--- config.mk ---
export PLATFORM = sky130hd
export DESIGN_NAME = red_pitaya_asg_bank_sched
export DESIGN_NICKNAME = d
export VERILOG_FILES = /design/src/rtl/red_pitaya_asg_bank_sched.sv
export SDC_FILE = /design/constraint.sdc
export NUM_CORES = 1
export LEC_CHECK = 0
export CORE_ASPECT_RATIO = 1.25
export CORE_MARGIN = 4
export CORE_UTILIZATION = 40
export CTS_CLUSTER_SIZE = 25
export DETAILED_ROUTE_END_ITERATION = 7
export GPL_TIMING_DRIVEN = 1
export PLACE_DENSITY_LB_ADDON = 0.3
export SYNTH_ARGS = -nofsm -noshare
export SYNTH_HDL_FRONTEND = slang
export SYNTH_SLANG_ARGS = --single-unit
--- constraint.sdc ---
create_clock -name dac_clk_i -period 2.38 [get_ports dac_clk_i]
set_input_delay 0.357 -clock dac_clk_i [delete_from_list [all_inputs] [get_ports dac_clk_i]]
set_output_delay 0.357 -clock dac_clk_i [all_outputs]
set_load 0.02 [all_outputs]
--- src/rtl/red_pitaya_asg_bank_sched.sv ---
// Ping-pong bank scheduler for one ASG channel.
// Software fills the shadow bank (~active_bank_o) and commits it. The scheduler
// swaps banks at the next waveform boundary (swap_evt_i) or immediately when the
// channel is idle, then holds off writes until the read pipeline has settled.
// Optional feature macro: ASG_BANK_SWAP_TMO_EN (forced swap after set_tmo_i cycles
// in ARMED; without it set_tmo_i is ignored and tmo_flag_o is tied low).
// Ports:
//   dac_clk_i, dac_rstn_i      clock, async active-low reset
//   set_rst_i                  synchronous soft reset
//   sw_commit_i, sw_abort_i    software commit / cancel pulses
//   swap_evt_i, ch_idle_i      channel boundary pulse / idle level
//   set_tmo_i                  swap timeout in cycles (0 = off)
//   buf_we_i/addr_i/wdata_i    software write port (shadow-bank relative)
//   buf_we_o/waddr_o/wdata_o   gated, registered RAM write port
//   active_bank_o, pending_o, swap_o, swap_cnt_o, rep_cnt_o, drop_cnt_o, tmo_flag_o
module red_pitaya_asg_bank_sched #(
  parameter int unsigned RSZ = 14
) (
  input  logic           dac_clk_i,
  input  logic           dac_rstn_i,
  input  logic           set_rst_i,
  input  logic           sw_commit_i,
  input  logic           sw_abort_i,
  input  logic           swap_evt_i,
  input  logic           ch_idle_i,
  input  logic [31:0]    set_tmo_i,
  input  logic           buf_we_i,
  input  logic [RSZ-1:0] buf_addr_i,
  input  logic [13:0]    buf_wdata_i,
  output logic           buf_we_o,
  output logic [RSZ:0]   buf_waddr_o,
  output logic [13:0]    buf_wdata_o,
  output logic           active_bank_o,
  output logic           pending_o,
  output logic           swap_o,
  output logic [15:0]    swap_cnt_o,
  output logic [15:0]    rep_cnt_o,
  output logic [15:0]    drop_cnt_o,
  output logic           tmo_flag_o
);
  localparam int unsigned DW = 14;
  localparam int unsigned CW = 16;
  localparam int unsigned SW = 2;
  localparam logic [SW-1:0] SETTLE_LAST = SW'(3);

  typedef enum logic [1:0] {ST_IDLE, ST_ARMED, ST_SWAP, ST_SETTLE} state_e;

  state_e          state_q, state_d;
  logic [SW-1:0]   settle_q, settle_d;
  logic            bank_q, bank_d;
  logic            swap_q, swap_d;
  logic [CW-1:0]   swap_cnt_q, swap_cnt_d;
  logic [CW-1:0]   rep_cnt_q, rep_cnt_d;
  logic [CW-1:0]   drop_cnt_q, drop_cnt_d;
  logic            we_q, we_d;
  logic [RSZ:0]    waddr_q, waddr_d;
  logic [DW-1:0]   wdata_q, wdata_d;
  logic            go_swap;
  logic            accept;

`ifdef ASG_BANK_SWAP_TMO_EN
  logic [31:0]     tmo_cnt_q, tmo_cnt_d;
  logic            tmo_flag_q, tmo_flag_d;
  logic            tmo_hit;
  assign tmo_hit    = (set_tmo_i != 32'd0) && (tmo_cnt_q == set_tmo_i);
  assign tmo_flag_o = tmo_flag_q;
`else
  logic            unused_tmo;
  assign unused_tmo = ^set_tmo_i;
  assign tmo_flag_o = 1'b0;
`endif

  // Writes may only land while the shadow bank is stable and no swap is being requested.
  assign accept = (state_q == ST_IDLE) && !sw_commit_i && !set_rst_i;

  // Next-state and output logic.
  always_comb begin
    state_d    = state_q;
    settle_d   = settle_q;
    bank_d     = bank_q;
    swap_d     = 1'b0;
    swap_cnt_d = swap_cnt_q;
    rep_cnt_d  = rep_cnt_q;
    drop_cnt_d = drop_cnt_q;
    we_d       = 1'b0;
    waddr_d    = waddr_q;
    wdata_d    = wdata_q;
    go_swap    = 1'b0;
`ifdef ASG_BANK_SWAP_TMO_EN
    tmo_cnt_d  = tmo_cnt_q;
    tmo_flag_d = tmo_flag_q;
`endif

    case (state_q)
      ST_IDLE: begin
        // A boundary with nothing committed yet is a repeat, even if the commit arrives now.
        if (swap_evt_i && (rep_cnt_q != '1)) rep_cnt_d = rep_cnt_q + CW'(1);
        if (sw_commit_i) state_d = ST_ARMED;
      end
      ST_ARMED: begin
`ifdef ASG_BANK_SWAP_TMO_EN
        tmo_cnt_d = tmo_cnt_q + 32'd1;
`endif
        if (swap_evt_i || ch_idle_i) begin
          go_swap = 1'b1;
        end
`ifdef ASG_BANK_SWAP_TMO_EN
        else if (tmo_hit) begin
          go_swap    = 1'b1;
          tmo_flag_d = 1'b1;
        end
`endif
        else if (sw_abort_i) begin
          state_d = ST_IDLE;
        end
        // Bank toggles with the transition so it is already flipped during SWAP.
        if (go_swap) begin
          state_d    = ST_SWAP;
          bank_d     = ~bank_q;
          swap_d     = 1'b1;
          swap_cnt_d = swap_cnt_q + CW'(1);
        end
      end
      ST_SWAP: begin
        state_d  = ST_SETTLE;
        settle_d = '0;
      end
      ST_SETTLE: begin
        if (settle_q == SETTLE_LAST) state_d = ST_IDLE;
        else                         settle_d = settle_q + SW'(1);
      end
      default: state_d = ST_IDLE;
    endcase

`ifdef ASG_BANK_SWAP_TMO_EN
    if (state_d != ST_ARMED) tmo_cnt_d = '0;
`endif

    // Address translation targets the shadow bank as seen in the accepting cycle.
    if (buf_we_i) begin
      if (accept) begin
        we_d    = 1'b1;
        waddr_d = {~bank_q, buf_addr_i};
        wdata_d = buf_wdata_i;
      end else if (drop_cnt_q != '1) begin
        drop_cnt_d = drop_cnt_q + CW'(1);
      end
    end

    if (set_rst_i) begin
      state_d    = ST_IDLE;
      settle_d   = '0;
      bank_d     = 1'b0;
      swap_d     = 1'b0;
      swap_cnt_d = '0;
      rep_cnt_d  = '0;
      drop_cnt_d = '0;
      we_d       = 1'b0;
      waddr_d    = '0;
      wdata_d    = '0;
`ifdef ASG_BANK_SWAP_TMO_EN
      tmo_cnt_d  = '0;
      tmo_flag_d = 1'b0;
`endif
    end
  end

  // State and output registers.
  always_ff @(posedge dac_clk_i or negedge dac_rstn_i) begin
    if (!dac_rstn_i) begin
      state_q    <= ST_IDLE;
      settle_q   <= '0;
      bank_q     <= 1'b0;
      swap_q     <= 1'b0;
      swap_cnt_q <= '0;
      rep_cnt_q  <= '0;
      drop_cnt_q <= '0;
      we_q       <= 1'b0;
      waddr_q    <= '0;
      wdata_q    <= '0;
`ifdef ASG_BANK_SWAP_TMO_EN
      tmo_cnt_q  <= '0;
      tmo_flag_q <= 1'b0;
`endif
    end else begin
      state_q    <= state_d;
      settle_q   <= settle_d;
      bank_q     <= bank_d;
      swap_q     <= swap_d;
      swap_cnt_q <= swap_cnt_d;
      rep_cnt_q  <= rep_cnt_d;
      drop_cnt_q <= drop_cnt_d;
      we_q       <= we_d;
      waddr_q    <= waddr_d;
      wdata_q    <= wdata_d;
`ifdef ASG_BANK_SWAP_TMO_EN
      tmo_cnt_q  <= tmo_cnt_d;
      tmo_flag_q <= tmo_flag_d;
`endif
    end
  end

  assign buf_we_o      = we_q;
  assign buf_waddr_o   = waddr_q;
  assign buf_wdata_o   = wdata_q;
  assign active_bank_o = bank_q;
  assign pending_o     = (state_q == ST_ARMED);
  assign swap_o        = swap_q;
  assign swap_cnt_o    = swap_cnt_q;
  assign rep_cnt_o     = rep_cnt_q;
  assign drop_cnt_o    = drop_cnt_q;

endmodule
==> summary.md <==
| Metric | Value |
|---|---|
| Drt wl/cell | `16.5 um` |
| Total CTS buffers | `9` |
| IO Pins | `150` |
| Synth warn | `0` |
| Nets | `578` |
| Via count | `3525` |
| Antenna violations before repair | `0` |
| Largest net degree at the start of global routing | `50` |
| Tmin final | `2220 ps` |
| Clock Latency Late Sink | `340 ps` |
| Slew HR | `21.5%` |
| Area growth syn-to-layout | `41.0%` |
| RSZ-0062 raised after global routing | `false` |
| Post-synthesis adder-cell area fraction | `1.24%` |
| Met2 routed WL | `5.47 mm` |
| Clock Path Buffers | `2` |
| Vias in the first global route | `3521` |
| Largest family of logic cells by synthesized area | `simple AND/OR/NAND/NOR gates` |
| Post-synth top cells | `dfrtp_1 (84), a22o_1 (28), a21oi_1 (25), nand2_1 (25), nor2_1 (22)` |
| Net count after synthesis | `461` |
| Outcome | `complete, no violations` |
| Met3 wire len | `463 um` |
| Final GP Congestion | `0.804` |
| Critical path arrival | `1860 ps` |
| Hold WC Path Type | `in2reg` |
| Die Ht | `120 um` |
| Leak | `2.30 nW` |
| CP endpoint kind | `output pin` |
| F_max | `451 MHz` |
| Final hold violations | `0` |
| Dominant cell type by area after synthesis | `dfrtp_1` |
| Startpoint Class | `flop` |
| Total track usage | `17.9%` |
| Pwr Density | `624 nW/um^2` |
| Post-synthesis async set-or-reset flop share | `100%` |
| Met1 WL | `4.30 mm` |
| Gate Count Post-Synth | `389` |
| Setup Skew | `9.23 ps` |
| # DRC | `0` |
| Final setup viols | `0` |
| Synth top area cells | `dfrtp_1 (52%), a22o_1 (6.1%), a21oi_1 (3.1%)` |
| Post-CTS Resized | `0` |
| Crit Path Max Fanout | `11` |
| Critical Path RT | `2020 ps` |
| Routed wire length | `10.5 mm` |
| Die X | `97.9 um` |
| Initial drt markers | `127` |
| DR pass1 iterations | `4` |
| Total die area | `11800 um^2` |
| Layout filler cell count | `853` |
| Compound-cell area share of the yosys netlist | `16.7%` |
| Port buffer count | `116` |
| Syn_area_per_cell | `10.4 um^2` |
| Hold WS | `405 ps` |
| Post-CTS setup buffer count | `0` |
| First-pass GRT wire length | `17.3 mm` |
| Count leader, synth | `dfrtp_1` |
| Initial Utilization | `41.4%` |
| Max-cap viol count | `0` |
| Part of the Yosys area used for sequential elements | `52.0%` |
| Core area | `9760 um^2` |
| Post-Synth XOR/XNOR Area | `4.12%` |
| HPWL after detailed placement | `7.56 mm` |
| Row cnt | `40` |
| Crit share post-route | `93.2%` |
| Worst-path clk slew | `60 ps` |
| Uppermost routed layer | `met4` |
| Via density | `5.53` |
| Slew Limit Fails | `0` |
| CTS Sinks | `84` |
| Dominant synthesized flop cell | `dfrtp_1` |
| Share of the synthesized area in the top cell type | `52.0%` |
| Setup CP Type | `reg2out` |
| Worst IR Drop VDD | `301 uV` |
| Number of synthesized flops with an enable pin | `0` |
| Share of cells above drive strength 1 | `7.83%` |
| Simple-gate share of the synthesized area | `20.5%` |
| Seq cells post-synth | `84` |
| Post-route ant nets | `0` |
| Setup TNS Final | `0 ps` |
| Synth Cell Area | `4040 um^2` |
| Clock Tree Root | `clkbuf_16` |
| Yosys cell types | `47` |
| Gr ovfl total | `0` |
| Mux cell area share after synthesis | `1.61%` |
| H-tree depth | `3` |
| Inserted Diodes | `0` |
| CTS tree | `done` |
| Worst-Margin Slew | `1180 ps` |
==> per-layer routing <==
metal  vias up  GRT usage [%]
li1       1684              -
met1      1729           21.2
met2        94           31.4
met3        18           2.89
met4         0           8.48
met5         -              0
==> where the power goes <==
part / internal, W / switching, W
sequential: 0.00147 / 0.0000459
clock: 0.00106 / 0.000564
combinational: 0.000198 / 0.000214
total: 0.00273 / 0.000823
==> metrics by stage <==
stage                     instances  cell area (um^2)  setup WS [ps]  util (%)  power, W
after global routing            637              5700           74.3      58.4   0.00368
after global placement          620              5340            140      54.7   0.00195
after floorplan                 389              4040            566         -   0.00174
after CTS                       637              5700            162      58.4   0.00360
after detailed placement        620              5340           86.9      54.7   0.00196
final                           637              5700            162      58.4   0.00356
==> final cells by class <==
cell class	count	area (um^2)	share of cell area, %
inverter	12	45.0	0.790
clock buffer	11	243	4.26
multi-input combinational	273	1790	31.4
timing repair buffer	126	1260	22.0
tap	126	158	2.76
clock inverter	5	108	1.89
sequential	84	2100	36.9
==> layout by cell type, fill, tap and decap left out, types with 11 or more instances in the layout <==
cell	n
nor4_1	11
nand3_1	14
dfrtp_1	84
o31ai_1	12
inv_1	12
nand4_1	14
clkdlybuf4s50_1	114
or4_1	11
nor2_1	21
nand2_1	25
xnor2_1	13
a21oi_1	25
o21ai_0	19
a22o_1	28
==> what timing repair did <==
action                     in CTS  in global routing
hold endpoints to repair       14                  0
hold buffers                    1                  0
setup endpoints to repair       0                  0
==> path summary, 6_finish.rpt <==
path / start / end / slack (ps) / cells past startpoint
setup / recovery: state_q[0]$_DFFE_PN0P_ / pending_o / 160 / 3
hold / removal: set_rst_i / drop_cnt_o[9]$_DFFE_PN0P_ / 410 / 2
setup reg to reg: state_q[0]$_DFFE_PN0P_ / swap_cnt_o[15]$_DFFE_PN0P_ / 370 / 4
hold reg to reg: buf_waddr_o[14]$_DFFE_PN0P_ / buf_waddr_o[14]$_DFFE_PN0P_ / 500 / 2
max in group asynchronous: dac_rstn_i / rep_cnt_o[4]$_DFFE_PN0P_ / 1240 / 3
min in group asynchronous: dac_rstn_i / rep_cnt_o[11]$_DFFE_PN0P_ / 520 / 2
==> critical path: stages (launching register included) <==
cell and delay [ps]:
dfrtp_1 620, nand2b_4 110, inv_1 160, clkdlybuf4s50_1 640
==> registers in the layout, summed over array words and instances, names as in the netlist <==
| register | cells |
|---|---|
| active_bank_o | 1 |
| buf_we_o | 1 |
| buf_wdata_o | 14 |
| state_q | 2 |
| rep_cnt_o | 16 |
| settle_q | 2 |
| swap_cnt_o | 16 |
| buf_waddr_o | 15 |
| drop_cnt_o | 16 |
| swap_o | 1 |
==> cells by family after synthesis <==
| family | Yosys count |
|---|---|
| buf+inv | 32 |
| mux | 6 |
| other cells | 1 |
| xor+xnor | 19 |
| flops | 84 |
| compound gates | 98 |
| simple gates | 145 |
| fa+ha+maj | 4 |
Note: power is estimated with default switching activity, not from simulation.
